`src/rtl/adc_readout_pkg.sv`:
```
// Shared types and defaults for the row ADC readout stage.
package adc_readout_pkg;

  localparam int unsigned DEF_DATA_W = 8;
  localparam int unsigned DEF_ROW_W  = 10;

  typedef enum logic {
    IDLE   = 1'b0,
    STREAM = 1'b1
  } state_t;

  // Dark-level subtraction at the default code width, clamped at zero.
  function automatic logic [DEF_DATA_W-1:0] dark_clamp(
    input logic [DEF_DATA_W-1:0] v,
    input logic [DEF_DATA_W-1:0] off
  );
    logic [DEF_DATA_W:0] diff;
    diff = {1'b0, v} - {1'b0, off};
    return diff[DEF_DATA_W] ? '0 : diff[DEF_DATA_W-1:0];
  endfunction

endpackage

```
`src/rtl/adc_dark_clamp.sv`:
```
// Per-pixel dark-level subtraction with clamp to zero, one unit per comparator.
module adc_dark_clamp #(
  parameter int unsigned NUM_PIXELS = 5,
  parameter int unsigned DATA_W     = 8
) (
  input  logic [NUM_PIXELS-1:0][DATA_W-1:0] codes,
  input  logic [DATA_W-1:0]                 offset,
  output logic [NUM_PIXELS-1:0][DATA_W-1:0] clamped_c
);

  for (genvar g = 0; g < NUM_PIXELS; g++) begin : g_pix
    logic [DATA_W:0] diff;
    // One extra bit catches the borrow so a dark code never wraps to a bright one.
    assign diff         = {1'b0, codes[g]} - {1'b0, offset};
    assign clamped_c[g] = diff[DATA_W] ? '0 : diff[DATA_W-1:0];
  end

endmodule

```
`src/rtl/adc_row_readout.sv`:
```
// Snapshots a finished ADC row, dark-corrects it and streams one pixel per beat.
module adc_row_readout
  import adc_readout_pkg::*;
#(
  parameter  int unsigned NUM_PIXELS = 5,
  parameter  int unsigned DATA_W     = DEF_DATA_W,
  parameter  int unsigned ROW_W      = DEF_ROW_W,
  localparam int unsigned IDX_W      = $clog2(NUM_PIXELS)
) (
  input  logic                             clk,
  input  logic                             reset,
  input  logic                             row_done,
  input  logic [NUM_PIXELS-1:0][DATA_W-1:0] stored_values,
  input  logic [DATA_W-1:0]                dark_offset,
  output logic [DATA_W-1:0]                pix_data,
  output logic [IDX_W-1:0]                 pix_idx,
  output logic [ROW_W-1:0]                 pix_row,
  output logic                             pix_first,
  output logic                             pix_last,
  output logic                             pix_valid,
  input  logic                             pix_ready,
  output logic                             busy,
  output logic                             overrun,
  input  logic                             clr_overrun
);

  localparam logic [IDX_W-1:0] LAST_IDX = IDX_W'(NUM_PIXELS - 1);

  state_t                            state;
  logic [NUM_PIXELS-1:0][DATA_W-1:0] snap;
  logic [NUM_PIXELS-1:0][DATA_W-1:0] clamped_c;
  logic [IDX_W-1:0]                  idx_nxt_c;
  logic                              xfer_c;
  logic                              last_xfer_c;
  logic                              accept_c;
  logic                              drop_c;

  adc_dark_clamp #(
    .NUM_PIXELS (NUM_PIXELS),
    .DATA_W     (DATA_W)
  ) u_dark_clamp (
    .codes     (stored_values),
    .offset    (dark_offset),
    .clamped_c (clamped_c)
  );

  // A strobe is taken when idle or exactly on the closing handshake; otherwise it is lost.
  assign xfer_c      = pix_valid && pix_ready;
  assign last_xfer_c = xfer_c && (pix_idx == LAST_IDX);
  assign accept_c    = row_done && ((state == IDLE) || last_xfer_c);
  assign drop_c      = row_done && (state == STREAM) && !last_xfer_c;
  assign idx_nxt_c   = pix_idx + IDX_W'(1);

  always_ff @(posedge clk) begin
    if (reset) begin
      state     <= IDLE;
      snap      <= '0;
      pix_data  <= '0;
      pix_idx   <= '0;
      pix_row   <= '0;
      pix_first <= 1'b0;
      pix_last  <= 1'b0;
      pix_valid <= 1'b0;
      busy      <= 1'b0;
      overrun   <= 1'b0;
    end else begin
      if (drop_c) begin
        overrun <= 1'b1;
      end else if (clr_overrun) begin
        overrun <= 1'b0;
      end

      if (last_xfer_c) begin
        pix_row <= pix_row + ROW_W'(1);
      end

      if (accept_c) begin
        state     <= STREAM;
        busy      <= 1'b1;
        snap      <= clamped_c;
        pix_data  <= clamped_c[0];
        pix_idx   <= '0;
        pix_first <= 1'b1;
        pix_last  <= (LAST_IDX == '0);
        pix_valid <= 1'b1;
      end else begin
        case (state)
          IDLE: ;
          STREAM: begin
            if (last_xfer_c) begin
              state     <= IDLE;
              busy      <= 1'b0;
              pix_data  <= '0;
              pix_idx   <= '0;
              pix_first <= 1'b0;
              pix_last  <= 1'b0;
              pix_valid <= 1'b0;
            end else if (xfer_c) begin
              pix_idx   <= idx_nxt_c;
              pix_data  <= snap[idx_nxt_c];
              pix_first <= 1'b0;
              pix_last  <= (idx_nxt_c == LAST_IDX);
            end
          end
          default: begin
            state     <= IDLE;
            busy      <= 1'b0;
            pix_valid <= 1'b0;
          end
        endcase
      end
    end
  end

endmodule

```
`config.mk`:
```
export PLATFORM = sky130hd
export DESIGN_NAME = adc_row_readout
export DESIGN_NICKNAME = d
export VERILOG_FILES = /design/src/rtl/adc_readout_pkg.sv /design/src/rtl/adc_dark_clamp.sv /design/src/rtl/adc_row_readout.sv
export SDC_FILE = /design/constraint.sdc
export NUM_CORES = 1
export LEC_CHECK = 0
export CORE_MARGIN = 2
export CORE_UTILIZATION = 35
export DETAILED_ROUTE_END_ITERATION = 7
export GPL_TIMING_DRIVEN = 0
export MAX_ROUTING_LAYER = met4
export PLACE_DENSITY_LB_ADDON = 0.3
export SLEW_MARGIN = 20
export SYNTH_ARGS = -nofsm -noshare
export SYNTH_HDL_FRONTEND = slang
export SYNTH_SLANG_ARGS = --single-unit
```
`constraint.sdc`:
```
create_clock -name clk -period 4 [get_ports clk]
set_input_delay 0.6 -clock clk [delete_from_list [all_inputs] [get_ports clk]]
set_output_delay 0.6 -clock clk [all_outputs]
set_load 0.005 [all_outputs]
```
==> results_tabular.tex <==
\begin{tabular}{lr}
\hline
Metric & Value \\
\hline
\multicolumn{2}{l}{\textbf{Worst setup path}} \\
\quad Critical path's largest stage delay & 0.72 ns \\
\quad Critical-path cell list & clkdlybuf4s50\_1 > ha\_1 > inv\_1 > fa\_1 > a211oi\_1 > nor2\_1 > o31ai\_1 > a21oi\_2 > a32oi\_1 > nor2\_1 \\
\quad Slowest stage cell on the critical path & sky130\_fd\_sc\_hd\_\_clkdlybuf4s50\_1 \\
\quad Required time reported for the critical path endpoint & 4.20 ns \\
\quad Maximum fanout encountered on the critical timing path & 7 \\
\quad CP Data Arrival Time & between 3 and 4 ns \\
\quad Class of the most critical setup path & in -> reg \\
\quad Crit path buffers/inverters & 2 \\
\quad Worst path most repeated cell & sky130\_fd\_sc\_hd\_\_nor2\_1 \\
\quad CP Launch Type & input port \\
\quad Dominant delay contributor by cell family on the critical path & compound AO/OA/AOI/OAI gates \\
\quad Kind of end point of the critical path & flop \\
\multicolumn{2}{l}{\textbf{Layout}} \\
\quad Number of antenna diodes & 0 \\
\quad Ratio of cells with drive above 1 in the final layout & 0.06410 \\
\quad Number of cells in the finished layout apart from fillers & a little under 800 \\
\quad Synth-to-Final Area Change & 29.48\% \\
\quad NumNets Final & 722 \\
\quad Total of fill cells in the finished design & 1,274 \\
\quad Util after Layout & 0.4614 \\
\multicolumn{2}{l}{\textbf{Logic synthesis}} \\
\quad Mean post-synth cell area & 8.416 µm² \\
\quad Number of synthesized flops with an enable pin & 0 \\
\quad Count of yosys warnings during synthesis & 0 \\
\quad Synthesized area & roughly 0.0045 mm² \\
\quad Distinct cells, synth & 56 \\
\quad Most frequently used flop master after synthesis & sky130\_fd\_sc\_hd\_\_dfxtp\_1 \\
\quad Cells after synthesis & 530 \\
\quad Proportion of synthesized flip-flops having asynchronous set or reset & 0 \\
\quad Sequential area share after synthesis & 0.2962 \\
\quad Syn Nets & 633 \\
\quad Synth Register Bits & 66 \\
\multicolumn{2}{l}{\textbf{STA}} \\
\quad Period utilization & 0.7841 \\
\quad Fmax & roughly 320 MHz \\
\quad Crit path time final & 3.136 ns \\
\quad Setup repair after global routing missed its margin & false \\
\quad Final-layout setup total negative slack & 0 ns \\
\quad Final count of pins violating max slew & 0 \\
\quad Least setup slack across all paths after layout & 0.8637 ns \\
\quad Transition time at the pin with the least slew margin & 0.5813 ns \\
\quad Slew headroom & 0.6110 \\
\quad Hold Fails Final Rpt & 0 \\
\quad Total of endpoints with negative setup slack in the final report & 0 \\
\quad Final worst clock skew & 0.006321 ns \\
\multicolumn{2}{l}{\textbf{Route}} \\
\quad Routed via count divided by cell count & 5.235 \\
\quad DRT Wirelength & 12,440 µm \\
\quad Average wire per standard cell & 15.63 µm \\
\quad DRT antenna net count & 0 \\
\quad Starting DRC count in detailed routing & 252 \\
\quad DRC violations left & 0 \\
\quad Drt pass-1 iters & 4 \\
\quad Overall via count from detail\_route & 4,167 \\
\multicolumn{2}{l}{\textbf{Power}} \\
\quad PD cells & 350.1 mW/mm² \\
\quad Overall power after layout & 0.002022 W \\
\quad Maximum vdd drop & 0.2184 mV \\
\quad Net switching fraction of the power & 0.2818 \\
\quad Standby leakage power & 2.281 nW \\
\quad Combinational cell fraction of total power & 0.228 \\
\quad Relative contribution of sequential cells to total power & 0.351 \\
\quad Power Internal & 0.001452 W \\
\quad Sw power & 0.0005700 W \\
\quad Clk network pwr share & 0.422 \\
\multicolumn{2}{l}{\textbf{Die}} \\
\quad Row count & 41 \\
\quad Overall die width & 116.9 µm \\
\quad Core region area & around 0.013 mm² \\
\quad I/O pin count & 79 \\
\quad Vert. Die Dim & 116.9 µm \\
\quad Die Area & 0.01366 mm² \\
\quad Initial standard-cell utilization of the core & 0.3564 \\
\multicolumn{2}{l}{\textbf{Clocking}} \\
\quad Cts bufs inserted & 9 \\
\quad Post-CTS Resized & 0 \\
\quad Count of hold buffers inserted by post-cts repair & 0 \\
\quad Clock slew seen by the registers of the worst setup and hold paths & 0.06 ns \\
\quad Number of sinks handled by clock tree synthesis & 66 \\
\quad Insertion delay to the later sink of the worst-skew pair & about 0.33 ns \\
\quad CTS tree & yes \\
\quad Total number of H-tree levels & 3 \\
\quad Clk Tree Root Cell & sky130\_fd\_sc\_hd\_\_clkbuf\_16 \\
\quad Number of buffers inserted to repair setup after CTS & 0 \\
\quad Max Buffers Root-to-Sink & 2 \\
\multicolumn{2}{l}{\textbf{Global route}} \\
\quad First-pass GRT wire length & 19,580 µm \\
\quad Global-route congestion overflow total & 0 \\
\quad Via count of the first global-routing pass & 3,900 \\
\quad Antenna violations before repair & 0 \\
\quad Total global-route track usage & 0.1909 \\
\quad Maximum number of pins on one net before global-route repair & 13 \\
\multicolumn{2}{l}{\textbf{Placement}} \\
\quad Final estimated routing congestion in global placement & 0.8445 \\
\quad Post-placement cell count & between 700 and 800 \\
\quad Pre-CTS setup slack & 0.5153 ns \\
\quad Port bufs & 78 \\
\quad Half-perimeter wire length after detailed placement & 9706 µm \\
\multicolumn{2}{l}{\textbf{Hold path}} \\
\quad Type of the most critical hold path & reg -> reg \\
\multicolumn{2}{l}{\textbf{Job}} \\
\quad Number of max-cap violations & 0 \\
\multicolumn{2}{l}{\textbf{Run status}} \\
\quad Result of the run & finished, final reports clean \\
\hline
\end{tabular}
-- path summary, 6_finish.rpt --
check / from / end / slack, ns / depth (start not counted)
setup / recovery: dark_offset[0] / snap[38]$_SDFFE_PP0P_ / 0.86 / 10
hold / removal: snap[27]$_SDFFE_PP0P_ / snap[27]$_SDFFE_PP0P_ / 0.45 / 2
setup reg to reg: pix_idx[0]$_SDFFE_PP0P_ / snap[7]$_SDFFE_PP0P_ / 1.27 / 11
hold reg to reg: snap[27]$_SDFFE_PP0P_ / snap[27]$_SDFFE_PP0P_ / 0.45 / 2
-- sequential cells by signal (all words and copies together) (netlist names) --
name and cells:
pix_data 8, pix_first 1, pix_idx 3, pix_row 10
snap 40, pix_last 1, busy 1, overrun 1
state 1
-- cell usage after synthesis, types with 5 or more instances --
master / number / area [µm²]
sky130_fd_sc_hd__o21a_1: 7 / 52.55
sky130_fd_sc_hd__xor2_1: 13 / 113.9
sky130_fd_sc_hd__ha_1: 45 / 563.0
sky130_fd_sc_hd__mux2i_1: 19 / 190.2
sky130_fd_sc_hd__xnor2_1: 14 / 122.6
sky130_fd_sc_hd__a21o_1: 7 / 52.55
sky130_fd_sc_hd__dfxtp_1: 66 / 1321
sky130_fd_sc_hd__nand3_1: 16 / 80.08
sky130_fd_sc_hd__nor2_1: 53 / 198.9
sky130_fd_sc_hd__nor2b_1: 11 / 68.82
sky130_fd_sc_hd__a21oi_1: 56 / 280.3
sky130_fd_sc_hd__a22oi_1: 11 / 82.58
sky130_fd_sc_hd__clkbuf_1: 8 / 30.03
sky130_fd_sc_hd__nor3_1: 12 / 60.06
sky130_fd_sc_hd__o21ai_0: 20 / 100.1
sky130_fd_sc_hd__inv_1: 26 / 97.59
sky130_fd_sc_hd__a211o_1: 5 / 43.79
sky130_fd_sc_hd__nand2_1: 44 / 165.2
sky130_fd_sc_hd__fa_1: 5 / 100.1
sky130_fd_sc_hd__a211oi_1: 11 / 82.58
sky130_fd_sc_hd__and3_1: 5 / 31.28
sky130_fd_sc_hd__a211oi_2: 5 / 62.56
sky130_fd_sc_hd__a22o_1: 8 / 70.07
-- cell families (layout without fill, tap and decap cells) --
logic type | after synthesis | count (layout) | synth area share
and+or+nand+nor | 163 | 163 | 0.1736
AOI/OAI and AO/OA | 160 | 160 | 0.2398
DFF | 66 | 66 | 0.2962
adders and majority gates | 50 | 50 | 0.1487
buffers and inverters | 43 | 137 | 0.03983
xor gates and xnor gates | 28 | 28 | 0.05666
muxes | 20 | 20 | 0.04516
-- power groups by stage --
stage	clock (W)	sequential, W	combinational (W)
after floorplan	0	0.000716	0.000298
after global placement	0	0.000722	0.000446
after detailed placement	0	0.000723	0.000457
after CTS	0.000860	0.000709	0.000460
after global routing	0.000891	0.000712	0.000511
final	0.000853	0.000709	0.000460
-- through the flow --
step | hold slack, ns | area, µm²
6_report | 0.4520 | 5776
5_1_grt | 0.4789 | 5776
4_1_cts | 0.4517 | 5776
3_5_place_dp | 0.4456 | 5456
3_3_place_gp | 0.4422 | 5456
2_1_floorplan | 0.4244 | 4461
-- area by class of cell --
cell class	instances	area (µm²)	share of cell area
plain buffers	17	80.08	0.01386
clock buffers	10	229.0	0.03964
clock inverters	6	90.09	0.01560
inverters	26	97.59	0.01690
multi-input cells	421	2962	0.5128
flip-flops and latches	66	1321	0.2288
well taps	172	215.2	0.03726
repair buffers	78	780.7	0.1352
-- tightest hold or removal path, delay by kind of cell (launching register included) --
family / cells / cell delay [ns]
flops: 1 / 0.31
simple gates: 1 / 0.05
compound gates: 1 / 0.05
-- cell usage in the layout, fill, tap and decap left out, types with 12 or more instances in the layout --
master	netlist	routed
sky130_fd_sc_hd__nor2_1	53	53
sky130_fd_sc_hd__inv_1	26	26
sky130_fd_sc_hd__clkdlybuf4s50_1	0	78
sky130_fd_sc_hd__a21oi_1	56	56
sky130_fd_sc_hd__dfxtp_1	66	66
sky130_fd_sc_hd__o21ai_0	20	20
sky130_fd_sc_hd__ha_1	45	45
sky130_fd_sc_hd__nor3_1	12	12
sky130_fd_sc_hd__mux2i_1	19	19
sky130_fd_sc_hd__xor2_1	13	13
sky130_fd_sc_hd__xnor2_1	14	14
sky130_fd_sc_hd__nand3_1	16	16
sky130_fd_sc_hd__nand2_1	44	44
-- routing by layer --
metal	vias to the layer above	share of wire	wire, µm	GRT usage
li1	2099	-	-	-
met1	1955	0.47	5870	0.2482
met2	98	0.47	5908	0.3121
met3	15	0.041	509	0.03656
met4	0	0.012	150	0.03765
met5	-	0	0	-
(Power assumes the default switching activity.)
